[src/rtl/regfile_wb_arbiter_pkg.sv]
// Shared types and constants for the regfile write-port arbiter.
// rstatus codes, the redirect register and the arbiter FSM encoding.
package regfile_wb_arbiter_pkg;

  localparam logic [2:0] RSTATUS_ADD  = 3'd1;
  localparam logic [2:0] RSTATUS_ADDI = 3'd2;
  localparam logic [2:0] RSTATUS_SUB  = 3'd3;
  localparam logic [2:0] RSTATUS_MUL  = 3'd4;
  localparam logic [2:0] RSTATUS_DIV  = 3'd5;
  localparam logic [4:0] RSTATUS_REG  = 5'd30;

  typedef enum logic {
    IDLE = 1'b0,
    HOLD = 1'b1
  } state_t;

  typedef struct packed {
    logic        we;
    logic [4:0]  rg;
    logic [31:0] data;
    logic        exc;
  } wr_t;

  function automatic logic [2:0] wb_code(
    input logic       ovf,
    input logic [1:0] op
  );
    logic [2:0] c;
    c = 3'd0;
    if (ovf) begin
      unique case (op)
        2'd1:    c = RSTATUS_ADD;
        2'd2:    c = RSTATUS_ADDI;
        2'd3:    c = RSTATUS_SUB;
        default: c = 3'd0;
      endcase
    end
    return c;
  endfunction

  function automatic logic [2:0] md_code(
    input logic exc,
    input logic is_mult
  );
    logic [2:0] c;
    c = 3'd0;
    if (exc) c = is_mult ? RSTATUS_MUL : RSTATUS_DIV;
    return c;
  endfunction

endpackage

[src/rtl/regfile_wb_arbiter_rstatus_redirect.sv]
// Combinational rstatus redirection of one register write.
// A non-zero code retargets the write to $r30 carrying the code.
module rstatus_redirect
  import regfile_wb_arbiter_pkg::*;
(
  input  logic        v,
  input  logic [4:0]  rg,
  input  logic [31:0] data,
  input  logic [2:0]  code,
  output logic        wr_we,
  output logic [4:0]  wr_reg,
  output logic [31:0] wr_data,
  output logic        wr_exc
);

  always_comb begin
    wr_we   = 1'b0;
    wr_reg  = 5'd0;
    wr_data = 32'd0;
    wr_exc  = 1'b0;
    if (v) begin
      if (code != 3'd0) begin
        wr_reg  = RSTATUS_REG;
        wr_data = {29'd0, code};
        wr_exc  = 1'b1;
      end else begin
        wr_reg  = rg;
        wr_data = data;
      end
      // $r0 is hardwired; never assert the port for it
      wr_we = (wr_reg != 5'd0);
    end
  end

endmodule

[src/rtl/regfile_wb_arbiter.sv]
// Arbitrates the regfile write port between the W stage and multdiv.
// A colliding multdiv result is held and drained, stalling W if starved.
module regfile_wb_arbiter
  import regfile_wb_arbiter_pkg::*;
#(
  parameter int STARVE_MAX = 1,
  parameter int CNT_W      = 16
) (
  input  logic             clock,
  input  logic             reset,
  input  logic             wb_valid,
  input  logic [4:0]       wb_reg,
  input  logic [31:0]      wb_data,
  input  logic             wb_ovf,
  input  logic [1:0]       wb_op,
  input  logic             md_ready,
  input  logic             md_exception,
  input  logic             md_is_mult,
  input  logic [4:0]       md_reg,
  input  logic [31:0]      md_data,
  output logic             md_accept,
  output logic             stall_wb,
  output logic             ctrl_writeEnable,
  output logic [4:0]       ctrl_writeReg,
  output logic [31:0]      data_writeReg,
  output logic [CNT_W-1:0] exc_count,
  output logic             proto_err
);

  localparam int SW = $clog2(STARVE_MAX + 1);

  state_t          state_q, state_d;
  logic [SW-1:0]   cnt_q, cnt_d, cnt_inc;
  logic            stall_d;
  wr_t             hold_q, hold_d;
  wr_t             wb_wr, md_wr, out_wr;

  rstatus_redirect u_wb_redir (
    .v       (wb_valid),
    .rg      (wb_reg),
    .data    (wb_data),
    .code    (wb_code(wb_ovf, wb_op)),
    .wr_we   (wb_wr.we),
    .wr_reg  (wb_wr.rg),
    .wr_data (wb_wr.data),
    .wr_exc  (wb_wr.exc)
  );

  rstatus_redirect u_md_redir (
    .v       (md_ready),
    .rg      (md_reg),
    .data    (md_data),
    .code    (md_code(md_exception, md_is_mult)),
    .wr_we   (md_wr.we),
    .wr_reg  (md_wr.rg),
    .wr_data (md_wr.data),
    .wr_exc  (md_wr.exc)
  );

  assign cnt_inc = cnt_q + 1'b1;

  always_comb begin
    state_d = state_q;
    cnt_d   = cnt_q;
    stall_d = 1'b0;
    hold_d  = hold_q;
    out_wr  = '0;
    unique case (state_q)
      IDLE: begin
        if (md_ready && !wb_valid) begin
          out_wr = md_wr;
        end else if (md_ready) begin
          out_wr  = wb_wr;
          hold_d  = md_wr;
          state_d = HOLD;
          cnt_d   = '0;
        end else begin
          out_wr = wb_wr;
        end
      end
      HOLD: begin
        // during the stall cycle W repeats, so its write is dropped
        if (!wb_valid || stall_wb) begin
          out_wr  = hold_q;
          hold_d  = '0;
          state_d = IDLE;
          cnt_d   = '0;
        end else begin
          out_wr  = wb_wr;
          cnt_d   = cnt_inc;
          stall_d = (cnt_inc == SW'(STARVE_MAX));
        end
      end
      default: state_d = IDLE;
    endcase
  end

  always_ff @(posedge clock or posedge reset) begin
    if (reset) begin
      state_q   <= IDLE;
      cnt_q     <= '0;
      stall_wb  <= 1'b0;
      hold_q    <= '0;
      exc_count <= '0;
      proto_err <= 1'b0;
    end else begin
      state_q  <= state_d;
      cnt_q    <= cnt_d;
      stall_wb <= stall_d;
      hold_q   <= hold_d;
      if (out_wr.we && out_wr.exc && (exc_count != '1))
        exc_count <= exc_count + 1'b1;
      if (md_ready && (state_q == HOLD))
        proto_err <= 1'b1;
    end
  end

  assign md_accept        = (state_q == IDLE);
  assign ctrl_writeEnable = out_wr.we;
  assign ctrl_writeReg    = out_wr.rg;
  assign data_writeReg    = out_wr.data;

endmodule
[config.mk]
export PLATFORM = sky130hd
export DESIGN_NAME = regfile_wb_arbiter
export DESIGN_NICKNAME = d
export VERILOG_FILES = /design/src/rtl/regfile_wb_arbiter_pkg.sv /design/src/rtl/regfile_wb_arbiter_rstatus_redirect.sv /design/src/rtl/regfile_wb_arbiter.sv
export SDC_FILE = /design/constraint.sdc
export NUM_CORES = 1
export LEC_CHECK = 0
export CORE_AREA = 3 3 89 91
export CTS_BUF_LIST = sky130_fd_sc_hd__clkbuf_4 sky130_fd_sc_hd__clkbuf_8 sky130_fd_sc_hd__clkbuf_16
export DETAILED_ROUTE_END_ITERATION = 12
export DIE_AREA = 0 0 92 94
export HOLD_SLACK_MARGIN = 0.08
export PLACE_DENSITY_LB_ADDON = 0.25
export SYNTH_ARGS = -nofsm -noshare
export SYNTH_HDL_FRONTEND = slang
export SYNTH_SLANG_ARGS = --single-unit
[constraint.sdc]
create_clock -name clock -period 4.2 [get_ports clock]
set_input_delay 0.42 -clock clock [delete_from_list [all_inputs] [get_ports clock]]
set_output_delay 0.42 -clock clock [all_outputs]
set_load 0.02 [all_outputs]
==> impl_metrics.json <==
{
  "run_status": "completed",
  "critPathBufInv": 4,
  "ys.flop_type": "dfrtp_1",
  "setup_viol": 0,
  "synth_fa_ha_area_frac": 0.00377,
  "drive_above_1_share": 0.0729,
  "hold_viol": 0,
  "syn_avg_cell_area_um2": 8.26,
  "cp_max_fo": 36,
  "pwr-share-comb": 0.320,
  "swShare": 0.313,
  "grt_pass1_wl_mm": 15.9,
  "synth_top_family_by_area": "compound AO/OA/AOI/OAI gates",
  "critPathSlowestCell": "clkdlybuf4s50_1",
  "num_vias": 3429,
  "report.final.slew_viol_count": 0,
  "syn-num-nets": 486,
  "io_pins": 140,
  "globalRouteOverflowTotal": 0,
  "seq_area_frac_synth": 0.445,
  "post_cts_resized": 0,
  "cts_tree": "built",
  "leakage_uw": 0.00213,
  "place.gp.congestion": 0.858,
  "antenna_found_initial": 0,
  "worstMarginPinSlew_ps": 1000,
  "die_x_um": 92,
  "synth_compound_area_frac": 0.234,
  "cts.clk_slew.worst_paths_ps": 60,
  "p_seq_frac": 0.387,
  "tns_ps": 0,
  "power.share.clock": 0.293,
  "maxCapViolCount": 0,
  "area_growth_pct": 50.2,
  "die_area_um2": 8650,
  "vias_per_cell": 5.41,
  "grt_usage": 0.230,
  "drc": 0,
  "p_total_uw": 1800,
  "crit_path_start_kind": "input port",
  "power_density_nw_per_um2": 360,
  "synth_top_area_cell": "dfrtp_1",
  "yosys_register_bits": 59,
  "dr_wl_met3_um": 783,
  "wl_per_cell_um": 15.4,
  "synth_mux_area_frac": 0.00678,
  "initial_core_util": 0.460,
  "cp_top_family": "buffers and inverters",
  "yosysTopAreaCellShare": 0.445,
  "synth_cell_types": 45,
  "clock_latency_ps": 330,
  "ir_drop_v": 0.000196,
  "synth_enable_flop_cells": 0,
  "grt_pass1_vias": 3380,
  "cts-buffers-inserted": 9,
  "wl_met1_mm": 4.17,
  "hold_buffers": 0,
  "dr.pass1.iters": 5,
  "ys_top_cells_by_area": "dfrtp_1 (44%), a21oi_1 (8.7%), nand2_1 (7.9%), nor2_1 (7.0%), o21ai_0 (4.8%)",
  "crit_chain": "clkdlybuf4s50_1 > buf_4 > and2_1 > buf_4 > a22oi_1 > a21oi_1 > clkdlybuf4s50_1",
  "hold_class": "flip-flop to flip-flop",
  "clock_skew_ps": 5.29,
  "relSlewSlack": 0.329,
  "netlist_area_um2": 3320,
  "intPower_uw": 1230,
  "required_ps": 3780,
  "period_share": 0.753,
  "layout.nets": 615,
  "wl_met2_mm": 4.66,
  "period_minus_slack_ps": 3160,
  "cts_max_path_buffers": 2,
  "hpwlAfterDp_mm": 7.09,
  "die_h_um": 94,
  "synthXorXnorAreaFrac": 0.0369,
  "synthSimpleGateAreaFrac": 0.231,
  "port_buffers": 139,
  "h-tree-depth": 3,
  "cts-root-buf": "clkbuf_8",
  "arrival_ps": 2740,
  "cts_sinks": 59,
  "power_switching_uw": 562,
  "synth_warnings": 0,
  "dr.max_layer_used": "met4",
  "totalWireLength_mm": 9.78,
  "cp-end-kind": "primary output",
  "diodes": 0,
  "postSynthCellCount": 402,
  "core_area_um2": 7210,
  "path_class": "input port to primary output",
  "max_freq_mhz": 316,
  "grt_max_degree": 60,
  "setup_ws_ps": 1040,
  "drtIter0Drc": 163,
  "ant_nets": 0,
  "post_cts_buffers": 0,
  "row_count": 31,
  "rsz0062_at_grt": "no",
  "dp_slack_ps": 1030,
  "async_flop_share": 1.00,
  "timing.hold.ws_ps": 459,
  "slowest_delay_ps": 620
}
routing by layer:
layer / vias to the layer above / GRT usage
met1: 1617 / 0.297
met2: 139 / 0.362
met3: 16 / 0.0785
met4: 0 / 0.0804
li1: 1657 / -
met5: - / 0
worst register-to-register path, cell delays in order (launching register included):
cell      delay (ps)
dfrtp_1          440
ha_1             250
nand3_1          250
nor4_4            80
a211oi_2         680
nor4b_4          330
xor2_1           180
final timing paths:
path                                               start  slack (ps)  cells after the start                   endpoint
worst max-delay path                            wb_valid        1040                      7           data_writeReg[3]
worst min-delay path                   cnt_q$_DFFE_PP0P_         460                      1         stall_wb$_DFF_PP0_
worst max register to register  exc_count[0]$_DFFE_PP0P_        1910                      6  exc_count[12]$_DFFE_PP0P_
worst min register to register         cnt_q$_DFFE_PP0P_         460                      1         stall_wb$_DFF_PP0_
max in group asynchronous                          reset        3090                      3     hold_q[28]$_DFFE_PP0P_
min in group asynchronous                          reset         620                      3     hold_q[10]$_DFFE_PP0P_
layout make-up:
| class | count | area (um2) |
|---|---|---|
| fill | 593 | 2230 |
| tap | 99 | 124 |
| clock inverter | 2 | 35.0 |
| inverter | 4 | 15.0 |
| sequential | 59 | 1480 |
| timing repair buffer | 146 | 1460 |
| multi-input combinational | 311 | 1710 |
| clock buffer | 13 | 166 |
sequential cells by signal, indices dropped and copies added, names as in the netlist:
signal / flops
cnt_q: 1
state_q: 1
exc_count: 16
proto_err: 1
hold_q: 39
stall_wb: 1
synth_stat cells, types with 4 or more instances:
cell type,n
nand3_1,6
a22o_1,12
nand2_1,70
nand4_1,5
a21oi_1,58
dfrtp_1,59
nor2_1,62
o21ai_0,32
xor2_1,5
clkbuf_1,20
xnor2_1,9
nor2b_1,4
a22oi_1,11
cell usage in the layout, fill, tap and decap left out, types with 2 or more instances in the layout:
cell type,instances
o211ai_1,3
nor3_1,3
xnor2_1,9
o21ai_0,32
nor2b_1,4
and4_1,2
clkdlybuf4s50_1,139
nor2_1,62
inv_2,2
nand4_1,5
inv_1,2
a22oi_1,11
a22o_1,12
and2_1,3
nor4_2,2
nand2_1,69
clkbuf_8,11
a21oi_1,57
clkbuf_4,2
o22a_1,3
mux2_2,2
xor2_1,5
nand3_1,6
buf_4,6
dfrtp_1,59
logic make-up (layout without fill, tap and decap cells):
group	after synthesis	count (layout)
simple gates	166	166
compound gates	128	128
flops	59	59
buf+inv	32	165
xor+xnor	14	14
mux	2	2
fa+ha+maj	1	1
through the flow:
| stage | cells | instance area [um2] | util |
|---|---|---|---|
| 2_1_floorplan | 402 | 3320 | - |
| 4_1_cts | 634 | 4990 | 0.691 |
| 3_5_place_dp | 619 | 4790 | 0.663 |
| 6_report | 634 | 4990 | 0.691 |
| 3_3_place_gp | 619 | 4790 | 0.663 |
| 5_1_grt | 634 | 4990 | 0.691 |
power by group through the flow:
stage	Clock (uW)	Sequential [uW]	Combinational, uW
2_1_floorplan	0	728	264
3_3_place_gp	0	698	569
3_5_place_dp	0	704	577
4_1_cts	534	695	579
5_1_grt	572	704	619
6_report	527	695	574
Power figures use the tool's default switching activity.
